`config.mk`:
```
export PLATFORM = sky130hd
export DESIGN_NAME = mjpeg_mmap_driver_flat
export DESIGN_NICKNAME = d
export VERILOG_FILES = /design/src/rtl/mjpeg_mmap_driver_if.sv /design/src/rtl/mjpeg_mmap_driver.sv /design/src/flat_wrapper.sv
export SDC_FILE = /design/constraint.sdc
export NUM_CORES = 1
export LEC_CHECK = 0
export ABC_AREA = 1
export ABC_CLOCK_PERIOD_IN_PS = 2800
export CAP_MARGIN = 20
export CORE_MARGIN = 10
export CORE_UTILIZATION = 45
export DETAILED_ROUTE_END_ITERATION = 16
export GPL_TIMING_DRIVEN = 0
export PLACE_DENSITY = 0.76
export SLEW_MARGIN = 20
export SYNTH_ARGS = -nofsm -noshare
export SYNTH_HDL_FRONTEND = slang
export SYNTH_SLANG_ARGS = --single-unit
export TNS_END_PERCENT = 5
```
`constraint.sdc`:
```
create_clock -name clk -period 2.8 [get_ports clk]
set_clock_uncertainty 0.15 [all_clocks]
set_input_delay 0.56 -clock clk [delete_from_list [all_inputs] [get_ports clk]]
set_output_delay 0.56 -clock clk [all_outputs]
set_load 0.01 [all_outputs]
```
`src/rtl/mjpeg_mmap_driver_if.sv`:
```
// MJPEG accelerator memory-mapped register bus.
//
// Handshake: the master raises valid with addr/wstrb/wdata and holds all four
// stable until it samples ready=1 on a rising edge. ready is a one-cycle pulse
// from the slave. rdata is meaningful only in the ready cycle. After a ready,
// the master keeps valid low for at least one cycle so the slave can re-arm.
//
// Signals:
//   valid  master->slave  request present
//   addr   master->slave  byte address
//   wstrb  master->slave  4'hf = write, 4'h0 = read
//   wdata  master->slave  write data
//   ready  slave->master  acknowledge pulse
//   rdata  slave->master  read data, valid with ready
interface mjpeg_mmap_driver_if;
  logic        valid;
  logic [31:0] addr;
  logic [3:0]  wstrb;
  logic [31:0] wdata;
  logic        ready;
  logic [31:0] rdata;

  modport master (output valid, addr, wstrb, wdata, input ready, rdata);
  modport slave  (input valid, addr, wstrb, wdata, output ready, rdata);
endinterface

```
`src/rtl/mjpeg_mmap_driver.sv`:
```
// Hardware initiator for the MJPEG accelerator register port. One accepted
// command programs INPUT_OFFSET, OUTPUT_OFFSET, NUM_COEF, writes START, then
// polls FINISH until bit 0 is set, a poll budget runs out, or a transaction
// goes unacknowledged for too long.
//
// Ports:
//   clk, rst_n            clock, asynchronous active-low reset
//   cmd_valid/cmd_ready   job request handshake (ready only in IDLE)
//   cmd_input_offset      value for INPUT_OFFSET  (0x2c)
//   cmd_output_offset     value for OUTPUT_OFFSET (0x34)
//   cmd_num_coef          value for NUM_COEF      (0x04)
//   busy                  high whenever not IDLE
//   done / err            one-cycle completion / abort pulses
//   err_code              0 none, 1 ack timeout, 2 poll timeout
//   poll_count            FINISH reads issued in current/last job
//   dbg_state             current FSM state
//   mmap                  register bus master
module mjpeg_mmap_driver #(
  parameter logic [31:0] BASE_ADDR   = 32'h4000_0000,
  parameter int unsigned POLL_GAP    = 4,
  parameter int unsigned MAX_POLLS   = 1024,
  parameter int unsigned ACK_TIMEOUT = 16
) (
  input  logic        clk,
  input  logic        rst_n,
  input  logic        cmd_valid,
  output logic        cmd_ready,
  input  logic [31:0] cmd_input_offset,
  input  logic [31:0] cmd_output_offset,
  input  logic [6:0]  cmd_num_coef,
  output logic        busy,
  output logic        done,
  output logic        err,
  output logic [1:0]  err_code,
  output logic [15:0] poll_count,
  output logic [2:0]  dbg_state,
  mjpeg_mmap_driver_if.master mmap
);

  localparam logic [31:0] OFS_FINISH   = 32'h00;
  localparam logic [31:0] OFS_NUM_COEF = 32'h04;
  localparam logic [31:0] OFS_IN       = 32'h2c;
  localparam logic [31:0] OFS_OUT      = 32'h34;
  localparam logic [31:0] OFS_START    = 32'h38;

  localparam logic [15:0] ACK_LAST  = 16'(ACK_TIMEOUT - 1);
  localparam logic [15:0] GAP_LAST  = 16'(POLL_GAP - 1);
  localparam logic [15:0] POLL_MAX  = 16'(MAX_POLLS);

  typedef enum logic [2:0] {
    S_IDLE, S_WR_IN, S_GAP, S_WR_OUT, S_WR_NUM, S_WR_START, S_POLL_RD, S_POLL_WAIT
  } state_t;

  state_t      state_q, state_d;
  state_t      ret_q, ret_d;        // state to enter after the one-cycle GAP
  logic        valid_q, valid_d;
  logic [31:0] addr_q, addr_d;
  logic [3:0]  wstrb_q, wstrb_d;
  logic [31:0] wdata_q, wdata_d;
  logic        done_q, done_d;
  logic        err_q, err_d;
  logic [1:0]  err_code_q, err_code_d;
  logic [15:0] poll_count_q, poll_count_d;
  logic [31:0] out_ofs_q, out_ofs_d;
  logic [6:0]  num_coef_q, num_coef_d;
  logic [15:0] ack_cnt_q, ack_cnt_d;
  logic [15:0] wait_cnt_q, wait_cnt_d;
  logic        ack_tmo;
  logic [15:0] poll_inc;

  always_comb begin
    state_d      = state_q;
    ret_d        = ret_q;
    valid_d      = valid_q;
    addr_d       = addr_q;
    wstrb_d      = wstrb_q;
    wdata_d      = wdata_q;
    done_d       = 1'b0;
    err_d        = 1'b0;
    err_code_d   = err_code_q;
    poll_count_d = poll_count_q;
    out_ofs_d    = out_ofs_q;
    num_coef_d   = num_coef_q;
    ack_cnt_d    = ack_cnt_q;
    wait_cnt_d   = wait_cnt_q;

    // Counts cycles the current request has been outstanding; cleared
    // wherever valid is (re)raised below.
    ack_tmo = valid_q && !mmap.ready && (ack_cnt_q == ACK_LAST);
    if (valid_q && !mmap.ready) ack_cnt_d = ack_cnt_q + 16'd1;
    poll_inc = (poll_count_q == 16'hffff) ? poll_count_q : poll_count_q + 16'd1;

    case (state_q)
      S_IDLE: begin
        if (cmd_valid) begin
          out_ofs_d    = cmd_output_offset;
          num_coef_d   = cmd_num_coef;
          err_code_d   = 2'd0;
          poll_count_d = 16'd0;
          state_d      = S_WR_IN;
          valid_d      = 1'b1;
          addr_d       = BASE_ADDR + OFS_IN;
          wstrb_d      = 4'hf;
          wdata_d      = cmd_input_offset;
          ack_cnt_d    = 16'd0;
        end
      end
      S_WR_IN, S_WR_OUT, S_WR_NUM, S_WR_START: begin
        if (mmap.ready) begin
          valid_d = 1'b0;
          state_d = S_GAP;
          case (state_q)
            S_WR_IN:  ret_d = S_WR_OUT;
            S_WR_OUT: ret_d = S_WR_NUM;
            S_WR_NUM: ret_d = S_WR_START;
            default:  ret_d = S_POLL_RD;
          endcase
        end
      end
      S_GAP: begin
        state_d   = ret_q;
        valid_d   = 1'b1;
        ack_cnt_d = 16'd0;
        case (ret_q)
          S_WR_OUT: begin
            addr_d = BASE_ADDR + OFS_OUT;   wstrb_d = 4'hf; wdata_d = out_ofs_q;
          end
          S_WR_NUM: begin
            addr_d = BASE_ADDR + OFS_NUM_COEF; wstrb_d = 4'hf; wdata_d = {25'd0, num_coef_q};
          end
          S_WR_START: begin
            addr_d = BASE_ADDR + OFS_START; wstrb_d = 4'hf; wdata_d = 32'h1;
          end
          default: begin
            addr_d = BASE_ADDR + OFS_FINISH; wstrb_d = 4'h0; wdata_d = 32'h0;
          end
        endcase
      end
      S_POLL_RD: begin
        if (mmap.ready) begin
          valid_d      = 1'b0;
          poll_count_d = poll_inc;
          if (mmap.rdata[0]) begin
            done_d  = 1'b1;
            state_d = S_IDLE;
          end else if (poll_inc == POLL_MAX) begin
            err_d      = 1'b1;
            err_code_d = 2'd2;
            state_d    = S_IDLE;
          end else begin
            wait_cnt_d = 16'd0;
            state_d    = S_POLL_WAIT;
          end
        end
      end
      S_POLL_WAIT: begin
        // valid stays low for exactly POLL_GAP cycles before the next read.
        if (wait_cnt_q == GAP_LAST) begin
          state_d   = S_POLL_RD;
          valid_d   = 1'b1;
          addr_d    = BASE_ADDR + OFS_FINISH;
          wstrb_d   = 4'h0;
          wdata_d   = 32'h0;
          ack_cnt_d = 16'd0;
        end else begin
          wait_cnt_d = wait_cnt_q + 16'd1;
        end
      end
      default: state_d = S_IDLE;
    endcase

    if (ack_tmo) begin
      valid_d    = 1'b0;
      err_d      = 1'b1;
      err_code_d = 2'd1;
      state_d    = S_IDLE;
    end
  end

  always_ff @(posedge clk or negedge rst_n) begin
    if (!rst_n) begin
      state_q      <= S_IDLE;
      ret_q        <= S_IDLE;
      valid_q      <= 1'b0;
      addr_q       <= 32'd0;
      wstrb_q      <= 4'd0;
      wdata_q      <= 32'd0;
      done_q       <= 1'b0;
      err_q        <= 1'b0;
      err_code_q   <= 2'd0;
      poll_count_q <= 16'd0;
      out_ofs_q    <= 32'd0;
      num_coef_q   <= 7'd0;
      ack_cnt_q    <= 16'd0;
      wait_cnt_q   <= 16'd0;
    end else begin
      state_q      <= state_d;
      ret_q        <= ret_d;
      valid_q      <= valid_d;
      addr_q       <= addr_d;
      wstrb_q      <= wstrb_d;
      wdata_q      <= wdata_d;
      done_q       <= done_d;
      err_q        <= err_d;
      err_code_q   <= err_code_d;
      poll_count_q <= poll_count_d;
      out_ofs_q    <= out_ofs_d;
      num_coef_q   <= num_coef_d;
      ack_cnt_q    <= ack_cnt_d;
      wait_cnt_q   <= wait_cnt_d;
    end
  end

  assign cmd_ready   = (state_q == S_IDLE);
  assign busy        = (state_q != S_IDLE);
  assign done        = done_q;
  assign err         = err_q;
  assign err_code    = err_code_q;
  assign poll_count  = poll_count_q;
  assign dbg_state   = state_q;
  assign mmap.valid  = valid_q;
  assign mmap.addr   = addr_q;
  assign mmap.wstrb  = wstrb_q;
  assign mmap.wdata  = wdata_q;

endmodule

```
`src/flat_wrapper.sv`:
```
// flat-port wrapper written by rule: the top's interface ports become plain ports
module mjpeg_mmap_driver_flat 
#(
  parameter logic [31:0] BASE_ADDR   = 32'h4000_0000,
  parameter int unsigned POLL_GAP    = 4,
  parameter int unsigned MAX_POLLS   = 1024,
  parameter int unsigned ACK_TIMEOUT = 16
)
  (clk, rst_n, cmd_valid, cmd_ready, cmd_input_offset, cmd_output_offset, cmd_num_coef, busy, done, err, err_code, poll_count, dbg_state, mmap_valid, mmap_addr, mmap_wstrb, mmap_wdata, mmap_ready, mmap_rdata);
  mjpeg_mmap_driver_if mmap_i ();
  input  logic clk;
  input  logic rst_n;
  input  logic cmd_valid;
  output logic cmd_ready;
  input  logic [31:0] cmd_input_offset;
  input  logic [31:0] cmd_output_offset;
  input  logic [6:0] cmd_num_coef;
  output logic busy;
  output logic done;
  output logic err;
  output logic [1:0] err_code;
  output logic [15:0] poll_count;
  output logic [2:0] dbg_state;
  output wire logic [$bits(mmap_i.valid)-1:0] mmap_valid;
  output wire logic [$bits(mmap_i.addr)-1:0] mmap_addr;
  output wire logic [$bits(mmap_i.wstrb)-1:0] mmap_wstrb;
  output wire logic [$bits(mmap_i.wdata)-1:0] mmap_wdata;
  input wire logic [$bits(mmap_i.ready)-1:0] mmap_ready;
  input wire logic [$bits(mmap_i.rdata)-1:0] mmap_rdata;
  assign mmap_valid = mmap_i.valid;
  assign mmap_addr = mmap_i.addr;
  assign mmap_wstrb = mmap_i.wstrb;
  assign mmap_wdata = mmap_i.wdata;
  assign mmap_i.ready = mmap_ready;
  assign mmap_i.rdata = mmap_rdata;
  mjpeg_mmap_driver #(.BASE_ADDR(BASE_ADDR), .POLL_GAP(POLL_GAP), .MAX_POLLS(MAX_POLLS), .ACK_TIMEOUT(ACK_TIMEOUT)) u_core (.clk(clk), .rst_n(rst_n), .cmd_valid(cmd_valid), .cmd_ready(cmd_ready), .cmd_input_offset(cmd_input_offset), .cmd_output_offset(cmd_output_offset), .cmd_num_coef(cmd_num_coef), .busy(busy), .done(done), .err(err), .err_code(err_code), .poll_count(poll_count), .dbg_state(dbg_state), .mmap(mmap_i));
endmodule
```
# After elaboration in Yosys (flattened, before gate mapping)
# Index checks and enable logic that the tools add are counted.
[classes]
n_reduce_logical = 20
add_sub_neg = 3
mux = 53
n_eq_ne = 27
[ops]
columns = ["op", "n"]
rows = [
  ["$pmux W32 S3", 3],
  ["$mux W16", 10],
  ["$mux W32", 4],
  ["$pmux W16 S2", 2],
  ["$add A16 B1 Y16 const B", 3],
  ["$pmux W16 S3", 1],
  ["$mux W3", 7],
  ["$eq A3 B3 Y1 const B", 6],
  ["$pmux W6 S3", 1],
  ["$eq A16 B11 Y1 const B", 1],
  ["$eq A16 B16 Y1 const B", 1],
  ["$eq A16 B2 Y1 const B", 1],
  ["$eq A16 B4 Y1 const B", 1],
  ["$pmux W3 S5", 1],
  ["$mux W1", 12],
  ["$mux W4", 3],
  ["$ne A3 B2 Y1 const B", 4],
  ["$pmux W4 S3", 1],
  ["$mux W2", 5],
  ["$ne A2 B2 Y1 const B", 5],
  ["$reduce_and A5 Y1", 2],
  ["$eq A3 B2 Y1 const B", 3],
  ["$ne A3 B1 Y1 const B", 3],
  ["$pmux W3 S3", 1],
  ["15 further kinds", 22],
]
[word_totals]
ff_bits = 166
output_inout_bits = 94
word_cells = 117
input_bits = 107

# Depth between registers and ports, before layout
# Gate-level depths: netlist of the first run.
[logic_depth]
ltp_word = 8
depth_mapped = 17
mapped_depth_nobuf = 17

# Least setup slack after synthesis of the first run
# No wires, ideal clock.
[synth_path]
path_kind = "flip-flop to flip-flop"
startpoint = "register u_core.poll_count_q[0], in the netlist u_core.poll_count[0]"
endpoint = "register u_core.wait_cnt_q[10]"
t_required_ps = 2510
period_less_slack_ps = 2286
arrival_ps = 1996
path_buffers = 1
path_slack_ps = 514
setup_time_ps = 140
stages_incl_launch_ff = 16
cell_sequence = "dfrtp_1 ha_1 nand2_2 nor2_4 nand2_4 nor2_4 nand2_1 nand2_2 nor2_2 nand2_2 nor2_4 nand3_4 nand2_4 inv_4 buf_6 o22ai_2"
[synth_between]
elab_chain_cells = 5
elab_cells_between_ends = 6
classes_between = "1 x add/sub; 3 x eq/ne; 1 x mux; 1 x reduce/logical"
[synth_lines]
columns = ["item", "line_no", "text"]
rows = [
  ["start: declaration", "mjpeg_mmap_driver.sv:63", "logic [15:0] poll_count_q, poll_count_d;"],
  ["start signal: assignment", "mjpeg_mmap_driver.sv:206", "poll_count_q <= poll_count_d;"],
  ["$add A16 B1 Y16 / $eq A16 B16 Y1 (equally long branches)", "mjpeg_mmap_driver.sv:91", "poll_inc = (poll_count_q == 16'hffff) ? poll_count_q : poll_count_q + 16'd1;"],
  ["$mux W16 *", "mjpeg_mmap_driver.sv:91", ""],
  ["$eq A16 B11 Y1 *", "mjpeg_mmap_driver.sv:146", "end else if (poll_inc == POLL_MAX) begin"],
  ["$ne A2 B2 Y1 (no line) *", "n/a", ""],
  ["$reduce_and A5 Y1 (no line) *", "n/a", ""],
  ["end signal: assignment", "mjpeg_mmap_driver.sv:210", "wait_cnt_q <= wait_cnt_d;"],
  ["end: declaration", "mjpeg_mmap_driver.sv:67", "logic [15:0] wait_cnt_q, wait_cnt_d;"],
]
# Every way passes the cells marked *; elsewhere a longest branch is shown, timed or not.
# A chain may end at the register's enable or synchronous reset.

# Final worst setup path of the first run
[layout_path]
startpoint = "register u_core.state_q[0], in the netlist u_core.dbg_state[0]"
endpoint = "output port busy"
[layout_between]
elab_chain_cells = 1
[layout_lines]
columns = ["item", "line_no", "text"]
rows = [
  ["start: declaration", "mjpeg_mmap_driver.sv:54", "state_t state_q, state_d;"],
  ["start signal: assignment", "mjpeg_mmap_driver.sv:197", "state_q <= state_d;"],
  ["$reduce_bool A3 Y1", "mjpeg_mmap_driver.sv:215", "assign busy = (state_q != S_IDLE);"],
  ["end: declaration", "flat_wrapper.sv:18", "output logic busy;"],
]
# Every way passes these cells.

==> metrics.cfg, run 1 <==
[grt]
grt_use_total = 0.188
grt_max_degree = 91
antenna_found_initial = 0
grt_pass1_wl_mm = 33.1
first_global_vias = 6547
overflow = 0

[critical_path]
r2r_setup_slack_ns = 0.17
required_ns = 2.09
reg2reg_depth = 6
cp_data_arrival_time_ns = 1.93
r2r-start = u_core.ret_q[2]$_DFFE_PN0P_
end_kind = primary output
worstSetupStartpointType = register
critPathMaxFanout = 6
crit_type = register to primary output
reg2reg_to = u_core.mmap.wdata[31]$_DFFE_PN0P_

[sta]
slew_viol_final = 0
rsz0062_at_grt = no
fin_crit_sh = 0.942
fin_tns_setup_ns = 0
max_freq_mhz = 379
slew_headroom = 0.356
fin_ws_ns = 0.163
hold_viol_final = 0
tightest_slew_ns = 0.959
layout_min_cycle_time_ns = 2.64
report.final.setup_viol = 0

[placed_design]
dp_cells = 1280
post_dp_cell_area_um2 = 8990
hpwl_mm = 14.8
place.gp.congestion = 0.899
port_buffers = 142
pre_cts_slack_ns = -0.106

[final_layout]
drive_gt1_frac = 0.123
diodes = 0
stdcell_area_um2 = 9610
finalNonFillerCells = 1313
syn_to_final_growth_pct = 34.1
layout.nets = 1194

[die]
die_h_um = 146
rows = 46
die_area_um2 = 21400
die_w_um = 146
start_util = 0.454
io_pins = 201
core_area_um2 = 15800

[synthesis]
synthCells = 895
synth_cell_types = 46
synth_commonest_cells = nand2_1, dfrtp_1, inv_1, o21ai_0, nand3_1
ys.warnings.count = 0
synthTopCellsByArea = dfrtp_1, nand2_1, inv_1, o21ai_0, nand3_1
async_flop_share = 1.00
syn_area_um2 = 7160
yosysTopAreaCellShare = 0.475
syn_avg_cell_area_um2 = 8.00
yosysTopAreaCell = dfrtp_1
ys_seq_area_frac = 0.475
synth-seq-cells = 136
synth-edff-count = 0
synth.most_common_cell = nand2_1
ys.flop_type = dfrtp_1

[hold_path]
hold_class = register to register
hold-path-endpoint = u_core.num_coef_q[6]$_DFFE_PN0P_
whs_path_depth = 2
hold_path_startpoint = u_core.num_coef_q[6]$_DFFE_PN0P_

[detailed_routing]
postRouteAntennaNets = 0
drt_iter0_drc = 489
first_pass_iters = 5
wire_per_inst_um = 15.1
route.detailed.drc = 0
totalWireLength_mm = 19.9
via_per_inst = 4.94
via_count = 6487

[run_status]
status = complete, no violations

[clock_tree]
clk_pin_slew_ns = 0.06
numCtsBuffers = 17
ctsRootBufferMaster = clkbuf_16
clk_latency_ns = 0.42
h-tree-depth = 4
clock_sinks = 136
cts.path.max_buffers = 2
cts_tree = done
cts_setup_buffers = 0

[pwr]
power_density_nw_per_um2 = 964
vdd_ir_drop_max_mv = 0.612
p_leak_nw = 4.56

[flow_run]
drv_cap = 0

-- where the power goes --
part | internal [mW] | switching, mW
Clock | 1.39 | 0.900
Combinational | 1.56 | 2.24
Sequential | 2.70 | 0.476
-- worst max-delay path by stage --
stage               slack [ns]                                end  depth (start not counted)                             start
CTS                       0.01                               busy                          5   u_core.dbg_state[0]$_DFFE_PN0P_
global placement         -4.49  u_core.mmap.wdata[25]$_DFFE_PN0P_                          1                             rst_n
global route              0.01   u_core.wait_cnt_q[4]$_DFFE_PN0P_                         15  u_core.poll_count[1]$_DFFE_PN0P_
finish                    0.16                               busy                          5   u_core.dbg_state[0]$_DFFE_PN0P_
detailed placement       -0.11    u_core.dbg_state[1]$_DFFE_PN0P_                         11                        mmap_ready
floorplan                 0.51  u_core.wait_cnt_q[10]$_DFFE_PN0P_                         15  u_core.poll_count[0]$_DFFE_PN0P_
-- metrics by stage --
| stage | power [mW] | utilization | hold slack, ns |
|---|---|---|---|
| after floorplan | 5.36 | - | 0.114 |
| after global placement | 6.86 | 0.568 | 0.304 |
| after detailed placement | 6.96 | 0.570 | 0.309 |
| after CTS | 9.30 | 0.609 | 0.325 |
| after global routing | 9.95 | 0.609 | 0.345 |
| final | 9.26 | 0.609 | 0.323 |
-- kinds of logic after synthesis --
family	after synthesis	share of synthesized area
flops	136	0.475
compound gates	134	0.119
simple gates	449	0.279
fa+ha+maj	3	0.00524
buf+inv	156	0.102
xor+xnor	16	0.0196
other cells	1	0.000523
-- what timing repair did --
item                       4_1_cts  5_1_grt
hold buffers                     1        0
hold endpoints to repair        46        0
resized for setup                0        3
setup endpoints to repair        0        9
-- cell usage in the layout (no fill, tap or decap), types with 18 or more instances in the layout --
master	instances
nand2_1	271
clkdlybuf4s50_1	141
dfrtp_1	135
inv_1	91
o21ai_0	66
nand3_1	55
nor2_1	48
buf_4	30
conb_1	27
nor3_1	18
-- flip-flops by register name, indices dropped and copies added (netlist names) --
signal             flops
u_core.mmap.wdata     32
u_core.out_ofs_q      32
u_core.ack_cnt_q      16
u_core.poll_count     16
u_core.wait_cnt_q     16
u_core.num_coef_q      7
u_core.mmap.addr       5
u_core.dbg_state       3
u_core.ret_q           3
u_core.err_code        2
u_core.done            1
u_core.err             1
u_core.mmap.valid      1
u_core.mmap.wstrb      1
-- critical path, stage by stage, from the launching register on --
cell and delay, ns:
dfrtp_1 0.46, nor2_1 0.17, inv_1 0.13, nor2_4 0.15, inv_1 0.09, clkdlybuf4s50_1 0.51
-- per-layer routing --
layer / track usage / wire length, µm / vias up
li1: - / - / 3212
met1: 0.222 / 8400 / 3030
met5: 0 / 0 / -
met4: 0.0596 / 318 / 0
met2: 0.299 / 9300 / 219
met3: 0.0825 / 1870 / 26
-- final cells by class --
class / instances / area, µm²
Fill cell: 1391 / 6160
Sequential cell: 136 / 3400
Multi-Input combinational cell: 629 / 3130
Timing Repair Buffer: 144 / 1460
Clock buffer: 20 / 467
Inverter: 99 / 379
Buffer: 57 / 353
Tap cell: 216 / 270
Clock inverter: 12 / 136
Power figures use the tool's default switching activity.
==> run 2, diff against run 1 <==
--- a/config.mk
+++ b/config.mk
@@ -8,6 +8,7 @@
 export ABC_AREA = 1
 export ABC_CLOCK_PERIOD_IN_PS = 2800
 export CAP_MARGIN = 20
+export CORE_ASPECT_RATIO = 0.9
 export CORE_MARGIN = 10
 export CORE_UTILIZATION = 45
 export DETAILED_ROUTE_END_ITERATION = 16
==> run 2 against run 1 <==
Against the previous run: sequential share of layout area rose by 0.056 points; clock-buffer cell count fell by 3; highest routed layer unchanged; register-to-register slack barely moved; via count fell by 0.45%; largest cell class unchanged; largest power group unchanged; power fell by 0.33%; critical endpoint is now u_core.wait_cnt_q[0]$_DFFE_PN0P_; fmax rose by 0.12%.
==> metrics.cfg, run 2 (synthesized netlist as in run 1, its figures left out) <==
[clock_tree]
ctsRootBufferMaster = clkbuf_16  ; unchanged
clock_sinks = 136  ; unchanged
numCtsBuffers = 17  ; unchanged
cts_tree = done  ; unchanged
cts.path.max_buffers = 2  ; unchanged
h-tree-depth = 4  ; unchanged
clk_latency_ns = 0.43  ; was 0.42 ns
cts_setup_buffers = 0  ; unchanged
clk_pin_slew_ns = 0.06  ; about the same

[pwr]
p_total_mw = 9.23  ; was 9.26 mW
p_clk_frac = 0.245  ; was 0.248
power_density_nw_per_um2 = 963  ; was 964 nW/µm²
vdd_ir_drop_max_mv = 0.602  ; was 0.612 mV
swShare = 0.395  ; was 0.390
p_leak_nw = 4.53  ; was 4.56 nW
comb_power_share = 0.412  ; was 0.410
p_int_mw = 5.58  ; was 5.65 mW
switchingPower_mw = 3.65  ; was 3.61 mW
seqPwrFrac = 0.343  ; about the same

[grt]
grt_pass1_wl_mm = 32.4  ; was 33.1 mm
first_global_vias = 6334  ; was 6547
grt_max_degree = 84  ; was 91
antenna_found_initial = 1  ; was 0
overflow = 0  ; unchanged
grt_use_total = 0.184  ; was 0.188

[critical_path]
crit_type = register to register  ; was register to primary output
required_ns = 3.00  ; was 2.09 ns
critPathMaxFanout = 10  ; was 6
end_kind = register  ; was primary output
cp_data_arrival_time_ns = 2.83  ; was 1.93 ns
worstSetupStartpointType = register  ; unchanged

[final_layout]
mostFrequentLayoutCells = nand2_1, clkdlybuf4s50_1, dfrtp_1, inv_1, o21ai_0  ; unchanged
syn_to_final_growth_pct = 33.8  ; was 34.1%
diodes = 0  ; unchanged
stdcell_area_um2 = 9590  ; was 9610 µm²
drive_gt1_frac = 0.124  ; was 0.123
layout.nets = 1194  ; unchanged
layout_commonest_cell = nand2_1  ; unchanged
utilization = 0.619  ; was 0.609

[sta]
slew_viol_final = 0  ; unchanged
fin_crit_sh = 0.940  ; was 0.942
layout_min_cycle_time_ns = 2.63  ; was 2.64 ns
fin_tns_setup_ns = 0  ; unchanged
max_freq_mhz = 380  ; was 379 MHz
slew_headroom = 0.586  ; was 0.356
tightest_slew_ns = 0.621  ; was 0.959 ns
hold_viol_final = 0  ; unchanged
report.final.setup_viol = 0  ; unchanged
rsz0062_at_grt = no  ; unchanged
fin_ws_ns = 0.167  ; was 0.163 ns

[die]
core_area_um2 = 15500  ; was 15800 µm²
rows = 43  ; was 46
start_util = 0.462  ; was 0.454
die_w_um = 153  ; was 146 µm
die_h_um = 140  ; was 146 µm
die_area_um2 = 21400  ; about the same
io_pins = 201  ; unchanged

[placed_design]
hpwl_mm = 15.0  ; was 14.8 mm
post_dp_cell_area_um2 = 8970  ; was 8990 µm²
pre_cts_slack_ns = -0.0653  ; was -0.106 ns
place.gp.congestion = 0.881  ; was 0.899
port_buffers = 142  ; unchanged

[flow_run]
drv_cap = 0  ; unchanged

[detailed_routing]
wire_per_inst_um = 15.4  ; was 15.1 µm
via_per_inst = 4.97  ; was 4.94
route.detailed.drc = 0  ; unchanged
drt_iter0_drc = 352  ; was 489
first_pass_iters = 5  ; unchanged
postRouteAntennaNets = 0  ; unchanged
totalWireLength_mm = 20.0  ; was 19.9 mm
via_count = 6458  ; was 6487

[run_status]
status = complete, no violations  ; unchanged

[hold_path]
hold_class = register to register  ; unchanged

## run 2: changes by cell type in the layout (fill, tap and decap cells not counted), moves of 2 or more
cell / delta
clkinv_2: -3
clkbuf_8: -3
clkinv_4: +2
inv_6: -2
clkinvlp_4: +5
## run 2: worst max-delay path: stages (launching register included)
cell	delay (ns)
dfrtp_1	0.50
ha_2	0.29
nand2_2	0.10
nor2_4	0.05
nand2_4	0.10
clkinv_4	0.07
nand2_4	0.12
nand3_1	0.12
nor2_1	0.19
nand3_1	0.14
nor2_4	0.16
nand3_4	0.10
nand2_4	0.14
inv_4	0.06
buf_6	0.15
o21ai_2	0.12
## run 2: cell type report
class / instances / area, µm²
Fill cell: 1356 / 5910
Sequential cell: 136 / 3400
Multi-Input combinational cell: 629 / 3140
Timing Repair Buffer: 144 / 1460
Clock buffer: 17 / 425
Inverter: 99 / 379
Buffer: 57 / 353
Tap cell: 202 / 253
Clock inverter: 15 / 170
## run 2: what timing repair did
action                                 in CTS  in global routing
setup endpoints to repair                   1                 10
resized for setup                           1                  3
endpoints found under the hold margin      53                  0
hold buffers                                1                  0
## run 2: power by group through the flow
stage          Clock, mW  Sequential [mW]  Combinational (mW)
6_report            2.26             3.17                3.81
3_3_place_gp           0             3.16                3.70
4_1_cts             2.30             3.15                3.82
3_5_place_dp           0             3.16                3.78
5_1_grt             2.38             3.25                4.26
2_1_floorplan          0             3.23                2.13
## run 2: layer usage
| layer | global-route usage | up-vias | routed length, µm |
|---|---|---|---|
| li1 | - | 3219 | - |
| met4 | 0.0567 | 0 | 333 |
| met5 | 0 | - | 0 |
| met2 | 0.302 | 183 | 9540 |
| met3 | 0.0573 | 25 | 1320 |
| met1 | 0.227 | 3031 | 8790 |
## run 2: path summary, 6_finish.rpt
check                                                 start                                to  slack [ns]  cells past startpoint
max in group asynchronous                             rst_n  u_core.mmap.wdata[1]$_DFFE_PN0P_        1.25                      3
min                         u_core.out_ofs_q[5]$_DFFE_PN0P_   u_core.out_ofs_q[5]$_DFFE_PN0P_        0.32                      2
max reg2reg                u_core.poll_count[0]$_DFFE_PN0P_  u_core.wait_cnt_q[0]$_DFFE_PN0P_        0.17                     15
min in group asynchronous                             rst_n  u_core.out_ofs_q[29]$_DFFE_PN0P_        0.49                      2
min reg2reg                 u_core.out_ofs_q[5]$_DFFE_PN0P_   u_core.out_ofs_q[5]$_DFFE_PN0P_        0.32                      2
max                        u_core.poll_count[0]$_DFFE_PN0P_  u_core.wait_cnt_q[0]$_DFFE_PN0P_        0.17                     15
## run 2: metrics by stage
step	cells	hold slack (ns)
after floorplan	921	0.114
after global placement	1265	0.304
after detailed placement	1266	0.304
after CTS	1299	0.326
after global routing	1299	0.339
final	1299	0.323
